**src/rtl/uart_pkg.sv**
```systemverilog
// Shared types and helpers for the oversampling UART receiver.
package uart_pkg;

    localparam int UART_MIN_BITS = 5;

    typedef enum logic [2:0] {
        RX_IDLE,
        RX_START,
        RX_DATA,
        RX_PARITY,
        RX_STOP1,
        RX_STOP2
    } uart_rx_fsm_e;

    typedef enum logic [1:0] {
        PAR_NONE  = 2'b00,
        PAR_EVEN  = 2'b01,
        PAR_ODD   = 2'b10,
        PAR_STICK = 2'b11
    } uart_parity_e;

    typedef struct packed {
        logic parity;
        logic frame;
        logic overrun;
    } uart_err_t;

    // Codes above 4 select the widest (9-bit) field.
    function automatic logic [3:0] uart_data_bits(input logic [2:0] code);
        return (code > 3'd4) ? 4'd9 : 4'(code) + 4'(UART_MIN_BITS);
    endfunction

    function automatic logic maj3(input logic a, input logic b, input logic c);
        return (a & b) | (a & c) | (b & c);
    endfunction

endpackage

```
**src/rtl/uart_baud_gen.sv**
```systemverilog
// Bit-period counter: wraps every div_i+1 clocks and flags mid-bit and end-of-bit.
module uart_baud_gen #(
    parameter int DIV_WIDTH = 16
) (
    input  logic                 clk_i,
    input  logic                 rst_n_i,
    input  logic                 clr_i,
    input  logic [DIV_WIDTH-1:0] div_i,
    output logic                 tick_half_o,
    output logic                 tick_full_o
);

    logic [DIV_WIDTH-1:0] cnt_q;

    always_ff @(posedge clk_i or negedge rst_n_i) begin
        if (!rst_n_i)   cnt_q <= '0;
        else if (clr_i) cnt_q <= '0;
        else            cnt_q <= cnt_q + 1'b1;
    end

    assign tick_half_o = (cnt_q == (div_i >> 1));
    assign tick_full_o = (cnt_q == div_i);

endmodule

```
**src/rtl/uart_rx_os.sv**
```systemverilog
// Oversampling UART receiver with a valid/ready holding register and sticky error flags.
// Define UART_RX_MAJORITY_EN to decide each bit by a 2-of-3 vote around mid-bit.
module uart_rx_os
    import uart_pkg::*;
#(
    parameter int DIV_WIDTH = 16,
    parameter int MAX_BITS  = 9
) (
    input  logic                 clk_i,
    input  logic                 rst_n_i,
    input  logic                 rx_i,
    input  logic                 cfg_en_i,
    input  logic [DIV_WIDTH-1:0] cfg_div_i,
    input  logic [2:0]           cfg_bits_i,
    input  logic [1:0]           cfg_parity_i,
    input  logic                 cfg_stop2_i,
    output logic [MAX_BITS-1:0]  rx_data_o,
    output logic                 rx_valid_o,
    input  logic                 rx_ready_i,
    output logic                 busy_o,
    output logic                 err_parity_o,
    output logic                 err_frame_o,
    output logic                 err_overrun_o,
    input  logic                 err_clr_i
);

    uart_rx_fsm_e        state_q;
    logic [2:0]          sync_q;
    logic [3:0]          bit_cnt_q;
    logic [MAX_BITS-1:0] shreg_q;
    logic                par_q;
    logic                tick_half, tick_full, baud_clr;
    logic                smp_tick, smp_bit, exp_par;
    logic                start_edge, frame_done;
    logic [3:0]          nbits;
    uart_parity_e        par_mode;
    uart_err_t           err_set;

    // sync_q[1] is the synchronised line, sync_q[2] its one-cycle history.
    assign start_edge = !sync_q[1] && sync_q[2];
    assign baud_clr   = (state_q == RX_IDLE) || tick_full;
    assign busy_o     = (state_q != RX_IDLE);
    assign nbits      = uart_data_bits(cfg_bits_i);
    assign par_mode   = uart_parity_e'(cfg_parity_i);

    uart_baud_gen #(.DIV_WIDTH(DIV_WIDTH)) u_baud (
        .clk_i       (clk_i),
        .rst_n_i     (rst_n_i),
        .clr_i       (baud_clr),
        .div_i       (cfg_div_i),
        .tick_half_o (tick_half),
        .tick_full_o (tick_full)
    );

`ifdef UART_RX_MAJORITY_EN
    logic       tick_half_q;
    logic [1:0] smp_hist_q;

    always_ff @(posedge clk_i or negedge rst_n_i) begin
        if (!rst_n_i) begin
            tick_half_q <= 1'b0;
            smp_hist_q  <= 2'b11;
        end else begin
            tick_half_q <= tick_half;
            smp_hist_q  <= {smp_hist_q[0], sync_q[1]};
        end
    end

    // Decide one clock after mid-bit, voting over mid-1, mid and mid+1.
    assign smp_tick = tick_half_q;
    assign smp_bit  = maj3(smp_hist_q[1], smp_hist_q[0], sync_q[1]);
`else
    assign smp_tick = tick_half;
    assign smp_bit  = sync_q[1];
`endif

    always_comb begin
        unique case (par_mode)
            PAR_EVEN: exp_par = par_q;
            PAR_ODD:  exp_par = ~par_q;
            default:  exp_par = 1'b1;
        endcase
    end

    assign frame_done = cfg_en_i && smp_tick &&
                        (((state_q == RX_STOP1) && !cfg_stop2_i) || (state_q == RX_STOP2));

    always_comb begin
        err_set = '0;
        if (cfg_en_i && smp_tick) begin
            err_set.parity  = (state_q == RX_PARITY) && (smp_bit != exp_par);
            err_set.frame   = ((state_q == RX_STOP1) || (state_q == RX_STOP2)) && !smp_bit;
            err_set.overrun = frame_done && rx_valid_o && !rx_ready_i;
        end
    end

    always_ff @(posedge clk_i or negedge rst_n_i) begin
        if (!rst_n_i) begin
            state_q   <= RX_IDLE;
            sync_q    <= '1;
            bit_cnt_q <= '0;
            shreg_q   <= '0;
            par_q     <= 1'b0;
        end else if (!cfg_en_i) begin
            state_q <= RX_IDLE;
            sync_q  <= '1;
        end else begin
            sync_q <= {sync_q[1], sync_q[0], rx_i};
            unique case (state_q)
                RX_IDLE: begin
                    if (start_edge) begin
                        state_q   <= RX_START;
                        shreg_q   <= '0;
                        bit_cnt_q <= '0;
                        par_q     <= 1'b0;
                    end
                end
                RX_START: begin
                    if (smp_tick) state_q <= smp_bit ? RX_IDLE : RX_DATA;
                end
                RX_DATA: begin
                    if (smp_tick) begin
                        shreg_q[bit_cnt_q] <= smp_bit;
                        par_q              <= par_q ^ smp_bit;
                        bit_cnt_q          <= bit_cnt_q + 4'd1;
                        if (bit_cnt_q == nbits - 4'd1)
                            state_q <= (par_mode == PAR_NONE) ? RX_STOP1 : RX_PARITY;
                    end
                end
                RX_PARITY: begin
                    if (smp_tick) state_q <= RX_STOP1;
                end
                RX_STOP1: begin
                    if (smp_tick) state_q <= cfg_stop2_i ? RX_STOP2 : RX_IDLE;
                end
                RX_STOP2: begin
                    if (smp_tick) state_q <= RX_IDLE;
                end
                default: state_q <= RX_IDLE;
            endcase
        end
    end

    // Holding register: a completed frame is dropped only if the old word is still unread.
    always_ff @(posedge clk_i or negedge rst_n_i) begin
        if (!rst_n_i) begin
            rx_data_o     <= '0;
            rx_valid_o    <= 1'b0;
            err_parity_o  <= 1'b0;
            err_frame_o   <= 1'b0;
            err_overrun_o <= 1'b0;
        end else begin
            if (frame_done && !(rx_valid_o && !rx_ready_i)) begin
                rx_data_o  <= shreg_q;
                rx_valid_o <= 1'b1;
            end else if (rx_ready_i) begin
                rx_valid_o <= 1'b0;
            end
            err_parity_o  <= err_set.parity  | (err_parity_o  & ~err_clr_i);
            err_frame_o   <= err_set.frame   | (err_frame_o   & ~err_clr_i);
            err_overrun_o <= err_set.overrun | (err_overrun_o & ~err_clr_i);
        end
    end

endmodule

```
**config.mk**
```make
export PLATFORM = sky130hd
export DESIGN_NAME = uart_rx_os
export DESIGN_NICKNAME = d
export VERILOG_FILES = /design/src/rtl/uart_pkg.sv /design/src/rtl/uart_baud_gen.sv /design/src/rtl/uart_rx_os.sv
export SDC_FILE = /design/constraint.sdc
export NUM_CORES = 1
export LEC_CHECK = 0
export ABC_CLOCK_PERIOD_IN_PS = 2400
export CAP_MARGIN = 30
export CORE_MARGIN = 2
export CORE_UTILIZATION = 30
export CTS_CLUSTER_DIAMETER = 60
export DETAILED_ROUTE_END_ITERATION = 8
export PLACE_DENSITY = 0.5
export SYNTH_ARGS = -nofsm -noshare
export SYNTH_HDL_FRONTEND = slang
export SYNTH_SLANG_ARGS = --single-unit
```
**constraint.sdc**
```tcl
create_clock -name clk_i -period 2.4 [get_ports clk_i]
set_clock_uncertainty 0.15 [all_clocks]
set_input_delay 0.48 -clock clk_i [delete_from_list [all_inputs] [get_ports clk_i]]
set_output_delay 0.48 -clock clk_i [all_outputs]
set_load 0.03 [all_outputs]
```
After elaboration in Yosys (flattened, before gate mapping). Cells that the tools add are included.

Register bits after elaboration: 49. Latch bits: 0. RAM bits: 0. ROM bits: 0. Bits of input ports: 28. Memories kept: 0.

$add $sub $neg: 4. Multipliers: 0. Divide/modulo/power cells: 0. Magnitude comparators: 3. Equality and inequality tests: 20. Shift-type cells: 0. Muxes and demuxes: 31. Bitwise operators: 9. Reductions and logical operators: 25.

Operators by type and width (count): 3-bit 2-to-1 mux (12); 3-bit != test (second input constant) (7); 9-bit 2-to-1 mux (2); 3-bit case mux with 6 select lines (1); 9-bit case mux with 2 select lines (1); 16-bit by 1-bit adder with 16-bit output (second input constant) (1); 16-bit by 15-bit equality test with 1-bit output (1); 16-bit equality test (1); 16-bit 2-to-1 mux (1); 4-bit 2-to-1 mux (3); 1-bit logical AND (11); 9-bit bitwise mux (1); 4-bit case mux with 2 select lines (1); 7-bit AND reduction (1); 3-bit by 2-bit equality test with 1-bit output (second input constant) (2); 3-bit equality test (second input constant) (2); 4-bit by 5-bit less-than comparator with 1-bit output (second input constant) (1); 1-bit 2-to-1 mux (5); 3-bit by 3-bit adder with 4-bit output (second input constant) (1); 4-bit by 1-bit adder with 4-bit output (second input constant) (1); 1-bit demux with 4-bit select (1); 4-bit equality test (1); 4-bit by 1-bit greater-or-equal comparator with 1-bit output (second input constant) (1); 1-bit logical NOT (4); 19 further kinds (29).

Logic depth before layout (Yosys ltp).
Depth in word-level cells: 8. Mapped depth: 7.

By module. From an unflattened synthesis, not the netlist that was laid out.

Cells, all modules: 316. Area, all modules: 3011.6 sq um.

By module, submodules not included: uart_rx_os (instances 1, cells an instance 188, area an instance 1831.8 sq um, sequential area each 829.5 sq um); uart_baud_gen (instances 1, cells an instance 128, area an instance 1179.9 sq um, sequential area each 400.4 sq um).

Worst setup path after synthesis. OpenSTA, ideal clock, no wires.

Path kind: in2reg. Start point: input port cfg_div_i[15]. End point: register rx_data_o[0]. Arrival time: 1.718 ns. Data required time: 2.122 ns. Path slack: 0.404 ns. Stages: 6. Path through: xor2_1 > nor4_1 > and4_1 > buf_2 > nand3_4 > mux2_1.

Word-level cells in the longest chain between the ends: 4.

RTL lines: from (decl) (RTL line uart_rx_os.sv:13) `input logic [DIV_WIDTH-1:0] cfg_div_i,`; 16-bit by 15-bit equality test with 1-bit output (RTL line uart_baud_gen.sv:21) `assign tick_half_o = (cnt_q == (div_i >> 1));`; 1-bit logical AND (2 in a row) (RTL line uart_rx_os.sv:85) `assign frame_done = cfg_en_i && smp_tick &&`; 1-bit logical AND (RTL line uart_rx_os.sv:153) `if (frame_done && !(rx_valid_o && !rx_ready_i)) begin`; to (signal assigned) (RTL line uart_rx_os.sv:154) `rx_data_o <= shreg_q;`; to (decl) (RTL line uart_rx_os.sv:17) `output logic [MAX_BITS-1:0] rx_data_o,`.

No other way between the ends. A chain may end at the register's enable or synchronous reset.

Worst setup path after layout.
Start point: input port cfg_div_i[4]. End point: register shreg_q[2].

Word-level cells in the longest chain between the ends: 3.

RTL lines: 16-bit by 15-bit equality test with 1-bit output (RTL line uart_baud_gen.sv:21); 2-bit != test (no line); 4-bit AND reduction (no line); to (signal, indexed assignment) (RTL line uart_rx_os.sv:123) `shreg_q[bit_cnt_q] <= smp_bit;`; to (decl) (RTL line uart_rx_os.sv:30) `logic [MAX_BITS-1:0] shreg_q;`.

No other way between the ends.

==> key figures <==
Power
  – Peak supply drop: 0.225 mV
  – Cell Int Power: 1.35 mW
  – Clock power frac: 25.6%
  – PwrDens: 524 nW/um^2
  – Final Power: 1.97 mW
  – Sequential power share: 48.9%
  – Combinational share of power: 25.5%
  – Sw Share: 31.8%
  – P_sw: 0.628 mW
  – Leakage power: 1.70 nW

Clock tree
  – Cts bufs inserted: 5
  – CTS tree: built
  – Clk_lat worst skew: 0.31 ns
  – H-tree Lvls: 2
  – Total clock sinks: 49
  – Clock buffer depth: 2
  – Clock root buffer master: clkbuf_8
  – Clk slew on worst S/H paths: 0.10 ns
  – Post-CTS Setup Inserts: 0

Critical path
  – CP arrival: 2.30 ns
  – Worst EP required: 2.44 ns
  – CP Capture Type: register
  – CP Launch Type: input port
  – Reg-to-reg startpoint: u_baud.cnt_q[3]$_DFF_PN0_
  – Worst r2r path cells: 7
  – Setup CP Type: in2reg
  – R2r setup slk: 0.26 ns
  – Critical-path maximum fanout: 10
  – R2R Path End: shreg_q[2]$_DFFE_PN0P_

Floorplanning
  – I/O pins: 42
  – Width of the die: 102 um
  – DIE AREA: 10400 um^2
  – Die H: 102 um
  – Initial Util: 31.0%
  – Core area: 9280 um^2
  – Std cell rows: 35

STA
  – Fin crit share: 93.9%
  – Final Max Tran Viols: 0
  – Final hold violation count: 0
  – RSZ-0062 raised after global routing: false
  – Fmax: 444 MHz
  – Final Setup Violations: 0
  – Max transition margin: 68.5%
  – Fin crit period: 2.25 ns
  – Measured slew at the worst slew-check pin: 0.472 ns

Cells and area
  – Fillers: 947
  – Diodes inserted: 0
  – Reg area: 1230 um^2
  – Post-layout util: 40.6%
  – NumNets Final: 405
  – Area grow syn2layout: 31.1%
  – Share of cells above drive strength 1: 15.7%
  – Area of the multi-input gates: 1510 um^2

Placement
  – Port bufs: 41
  – DP HPWL: 5.15 mm
  – Gpl congestion: 0.806

Status
  – Outcome: completed

Route
  – Detailed-route DRC error count: 0
  – DR iter-0 viols: 73
  – WL/cell: 13.0 um
  – Vias per cell: 4.63
  – Vias post-DR: 2312
  – Final ANT Viol Nets: 0
  – Drt total wl: 6.49 mm
  – Iteration count of the initial detailed-routing pass: 4

GRT
  – Initial antenna violation count: 0
  – All-Layer GR Usage: 13.6%
  – First-pass GRT wire length: 11.2 mm
  – Grt ovf: 0
  – Vias in the first global route: 2298
  – Pin count of the biggest net entering global routing: 22

Yosys
  – Cells after Synth: 296
  – Synth async-reset ratio: 100%
  – Post-synth top area cell: dfrtp_1
  – Most used DFF post-synth: dfrtp_1
  – Synthesized area per cell: 9.71 um^2
  – Largest cells by area after synthesis: dfrtp_1 (40%), xor2_1 (12%), mux2_1 (3.5%)
  – Synth top cells by count: dfrtp_1 (46), xor2_1 (38), nand2_1 (27), nor2_1 (26), inv_1 (12)
  – Number of synthesized flops with an enable pin: 0
  – Ys Warns: 0
  – Net Count, Synth: 332
  – Most numerous cell in the Yosys netlist: dfrtp_1
  – Seq/Total Area, Yosys: 42.8%
  – Synth Cell Area: 2870 um^2
  – Flops & latches, synth: 49
  – Synth cell types: 45
  – Synth top area share: 40.1%

Worst hold path
  – Worst hold path type: reg2reg
  – Hold EP: sync_q[1]$_DFF_PN1_
  – WHS Path Cells: 1
  – Worst hold path startpoint: sync_q[0]$_DFF_PN1_

Job
  – Max-Cap Viols: 0
==> per-stage QoR <==
step	hold slack [ns]	cell area (um^2)	setup TNS, ns	setup WS (ns)	instances
CTS	0.341	3760	0	0.0227	499
global placement	0.313	3660	-6.03	-0.276	490
detailed placement	0.315	3660	-5.80	-0.282	490
finish	0.338	3770	0	0.146	499
global route	0.347	3770	0	0.0203	499
floorplan	0.0344	2870	0	0.404	296
==> layout make-up <==
cell class,instances,share of cell area [%]
clock buffers,5,1.83
clock inverters,3,0.664
inverters,12,1.20
multi-input cells,218,40.1
flip-flops and latches,49,32.6
well taps,129,4.28
repair buffers,83,19.3
==> worst max path at each step <==
stage               slack [ns]                       end                    from
finish                    0.15    shreg_q[2]$_DFFE_PN0P_            cfg_div_i[4]
floorplan                 0.40  rx_data_o[0]$_DFFE_PN0P_           cfg_div_i[15]
CTS                       0.02                    busy_o  state_q[1]$_DFFE_PN0P_
detailed placement       -0.28    shreg_q[2]$_DFFE_PN0P_            cfg_div_i[1]
global route              0.02    shreg_q[5]$_DFFE_PN0P_           cfg_div_i[11]
global placement         -0.28    shreg_q[1]$_DFFE_PN0P_           cfg_div_i[15]
==> critical path, cell delays in order <==
cell,delay [ns]
clkdlybuf4s50_1,0.43
xor2_1,0.16
nor4_2,0.36
nand4_1,0.13
buf_4,0.19
buf_4,0.16
o311ai_1,0.28
o21ai_1,0.10
==> power groups by stage <==
stage | Sequential [mW] | Combinational, mW | Clock, mW
6_report | 0.966 | 0.503 | 0.505
5_1_grt | 0.979 | 0.568 | 0.580
4_1_cts | 0.967 | 0.508 | 0.539
3_3_place_gp | 0.984 | 0.500 | 0
3_5_place_dp | 0.983 | 0.505 | 0
2_1_floorplan | 0.967 | 0.280 | 0
==> kinds of logic after synthesis <==
| logic type | synth area share [%] |
|---|---|
| AOI/OAI and AO/OA | 10.6 |
| xor gates and xnor gates | 14.3 |
| adders and majority gates | 3.48 |
| buffers and inverters | 4.79 |
| DFF | 42.8 |
| muxes | 3.87 |
| and+or+nand+nor | 20.1 |
==> cell usage in the layout (no fill, tap or decap), drive strengths merged, types with 3 or more instances in the layout <==
master / count
dfstp: 3
nor2: 26
xor2: 38
inv: 14
clkbuf: 5
dfrtp: 46
o311ai: 8
and2: 3
ha: 8
buf: 42
o211ai: 5
nor2b: 3
nand2: 27
xnor2: 9
clkdlybuf4s50: 39
nor3: 3
or3: 3
and3: 4
nor4: 10
nand3: 11
mux2: 9
o21ai: 14
nand2b: 4
nand4: 7
==> layer usage <==
metal / up-vias / track usage [%] / part of all wire [%] / wire (um)
met1: 1088 / 19.8 / 52 / 3400
met5: - / 0 / 0 / 0
met3: 9 / 2.67 / 2.9 / 188
li1: 1180 / - / - / -
met2: 35 / 20.4 / 43 / 2800
met4: 0 / 4.21 / 1.6 / 106
==> registers in the layout (all words and copies together) (netlist names) <==
register	count
rx_valid_o	1
rx_data_o	9
err_parity_o	1
err_frame_o	1
par_q	1
bit_cnt_q	4
state_q	3
u_baud.cnt_q	16
shreg_q	9
err_overrun_o	1
sync_q	3
==> what timing repair did <==
item                                   in CTS  in global routing
gates resized for setup                     0                  2
endpoints found under the hold margin      19                  0
setup endpoints to repair                   0                 21
hold buffers                                1                  0
Power figures use the tool's default switching activity.
==> RTL change, RTL diff (same settings) <==
The 6 states of `uart_rx_fsm_e` get a one-hot encoding in 6 bits.
--- a/src/rtl/uart_pkg.sv
+++ b/src/rtl/uart_pkg.sv
@@ -3,13 +3,13 @@
 
     localparam int UART_MIN_BITS = 5;
 
-    typedef enum logic [2:0] {
-        RX_IDLE,
-        RX_START,
-        RX_DATA,
-        RX_PARITY,
-        RX_STOP1,
-        RX_STOP2
+    typedef enum logic [5:0] {
+        RX_IDLE   = 6'b000001,
+        RX_START  = 6'b000010,
+        RX_DATA   = 6'b000100,
+        RX_PARITY = 6'b001000,
+        RX_STOP1  = 6'b010000,
+        RX_STOP2  = 6'b100000
     } uart_rx_fsm_e;
 
     typedef enum logic [1:0] {
Check against the original RTL: same outputs for any inputs over 10 cycles, from zero or initial values and one cycle with rst_n_i low; not proved beyond that.
==> RTL change against the unedited design <==
The run now ends with negative setup slack left. Routed wire length increased by 24%. Sequential cell count increased by 3. Count of clock-buffer cells in the layout unchanged. Non-clock buffer count increased by 23. Total power increased by 21%. Cell area increased by 22%. Area after synthesis increased by 11%. Worst setup slack got worse by 0.23 ns. Largest power group unchanged. Highest routed layer unchanged.
==> RTL change: results (changes against the unedited design) <==
Lkg Pwr: 0.00204 uW (was 0.00170 uW)
Final GP Congestion: 0.841 (was 0.806)
Detail Placement HPWL: 5830 um (was 5150 um)
Largest net degree at the start of global routing: 37 (was 22)
Slowest-stage cell, CP: or4_4 (was clkdlybuf4s50_1)
Global-route wire length before repair: 13,100 um (was 11,200 um)
Violated checks: negative setup slack
Pre-CTS setup slack: -0.631 ns (was -0.282 ns)
GRT Overall Usage: 0.143 (was 0.136)
Commonest cells in the netlist: 48 x dfrtp_1, 44 x xor2_1, 27 x nand2_1 (was 46 x dfrtp_1, 38 x xor2_1, 27 x nand2_1)
End point of the critical path: shreg_q[1] (was shreg_q[2])
Worst Path Arrival: 2.58 ns (was 2.30 ns)
Max FO, Critical Path: 6 (was 10)
Outcome: complete, but fails checks (was finished, final reports clean)
Reg-to-reg setup timing slack: -0.08 ns (was 0.26 ns)
Final net count: 462 (was 405)
Final setup fails: 8 (was 0)
Int Pwr: 1630 uW (was 1350 uW)
Worst r2r dst: shreg_q[1] (was shreg_q[2])
Yosys cell types: 48 (was 45)
Syn avg cell area: 9.72 um^2 (was 9.71 um^2)
PnR worst setup slack: -0.0848 ns (was 0.146 ns)
Crit-path max cell delay: 0.57 ns (was 0.43 ns)
Synth area leaders: dfrtp_1 38%, xor2_1 12%, ha_1 4.3% (was dfrtp_1 40%, xor2_1 12%, mux2_1 3.5%)
Layout cells sized above 1: 0.307 (was 0.157)
Syn nets: 367 (was 332)
Initial DRC count: 50 (was 73)
VDD IR max: 368 uV (was 225 uV)
Cell count after placement: 542 (was 490)
## RTL change: changes by cell type after synthesis, moves of 8 or more
cell | unedited run | this run
mux2_1 | 9 | 0
mux2_2 | 0 | 9
mux2i_1 | 1 | 12
o21ai_1 | 9 | 0
o311ai_1 | 8 | 0
## RTL change: cells by family (layout without fill, tap and decap cells)
logic type      count (synthesis)  after routing  share of synthesized area
fa+ha+maj                      11             11                     0.0432
flops                          52             52                      0.410
mux                            21             21                     0.0694
buf+inv                        35            131                     0.0443
compound gates                 33             33                     0.0651
simple gates                  121            121                      0.217
xor+xnor                       55             55                      0.151
## RTL change: power by group through the flow
stage / Combinational, uW / Clock [uW] / Sequential (uW)
2_1_floorplan: 361 / 0 / 954
3_3_place_gp: 732 / 0 / 950
3_5_place_dp: 732 / 0 / 950
4_1_cts: 803 / 644 / 936
5_1_grt: 900 / 677 / 938
6_report: 823 / 625 / 935
## RTL change: how the worst min path moves through the flow
| stage | to | slack (ns) | cells after the start |
|---|---|---|---|
| after floorplan | bit_cnt_q[0] | 0.03 | 0 |
| after global placement | u_baud.cnt_q[0] | 0.30 | 1 |
| after detailed placement | u_baud.cnt_q[0] | 0.30 | 1 |
| after CTS | sync_q[1] | 0.35 | 1 |
| after global routing | sync_q[1] | 0.36 | 1 |
| final | sync_q[1] | 0.34 | 1 |
## RTL change: what timing repair did
action / CTS / global route
gates cloned: 2 / 0
pin swaps: 20 / 12
resized for setup: 52 / 38
endpoints found under the hold margin: 14 / 0
hold buffers: 1 / 0
buffers inserted: 6 / 2
endpoints found under the setup margin: 30 / 30
## RTL change: cell type report
cell class | count | area (um^2)
clock buffers | 5 | 68.8
clock inverters | 3 | 46.3
fillers | 1000 | 5740
inverters | 17 | 66.3
multi-input cells | 241 | 2000
flip-flops and latches | 52 | 1310
well taps | 136 | 170
repair buffers | 106 | 928
## RTL change: per-stage QoR
stage / util / cell area (um^2)
3_3_place_gp: 0.399 / 4120
5_1_grt: 0.444 / 4590
3_5_place_dp: 0.399 / 4120
2_1_floorplan: - / 3190
4_1_cts: 0.431 / 4450
6_report: 0.444 / 4590
## RTL change: critical path: cells and delay by family (launching register included)
family | cells | cell delay, ns
AO/OA/AOI/OAI | 1 | 0.11
buffers and inverters | 1 | 0.16
AND/OR/NAND/NOR | 4 | 1.39
flip-flops | 1 | 0.40
multiplexers | 1 | 0.21
## RTL change: routing by layer
metal | up-vias | share of wire | track usage
li1 | 1306 | - | -
met1 | 1276 | 0.46 | 0.185
met2 | 32 | 0.50 | 0.253
met3 | 7 | 0.025 | 0.0219
met4 | 0 | 0.0099 | 0.0288
met5 | - | 0 | 0
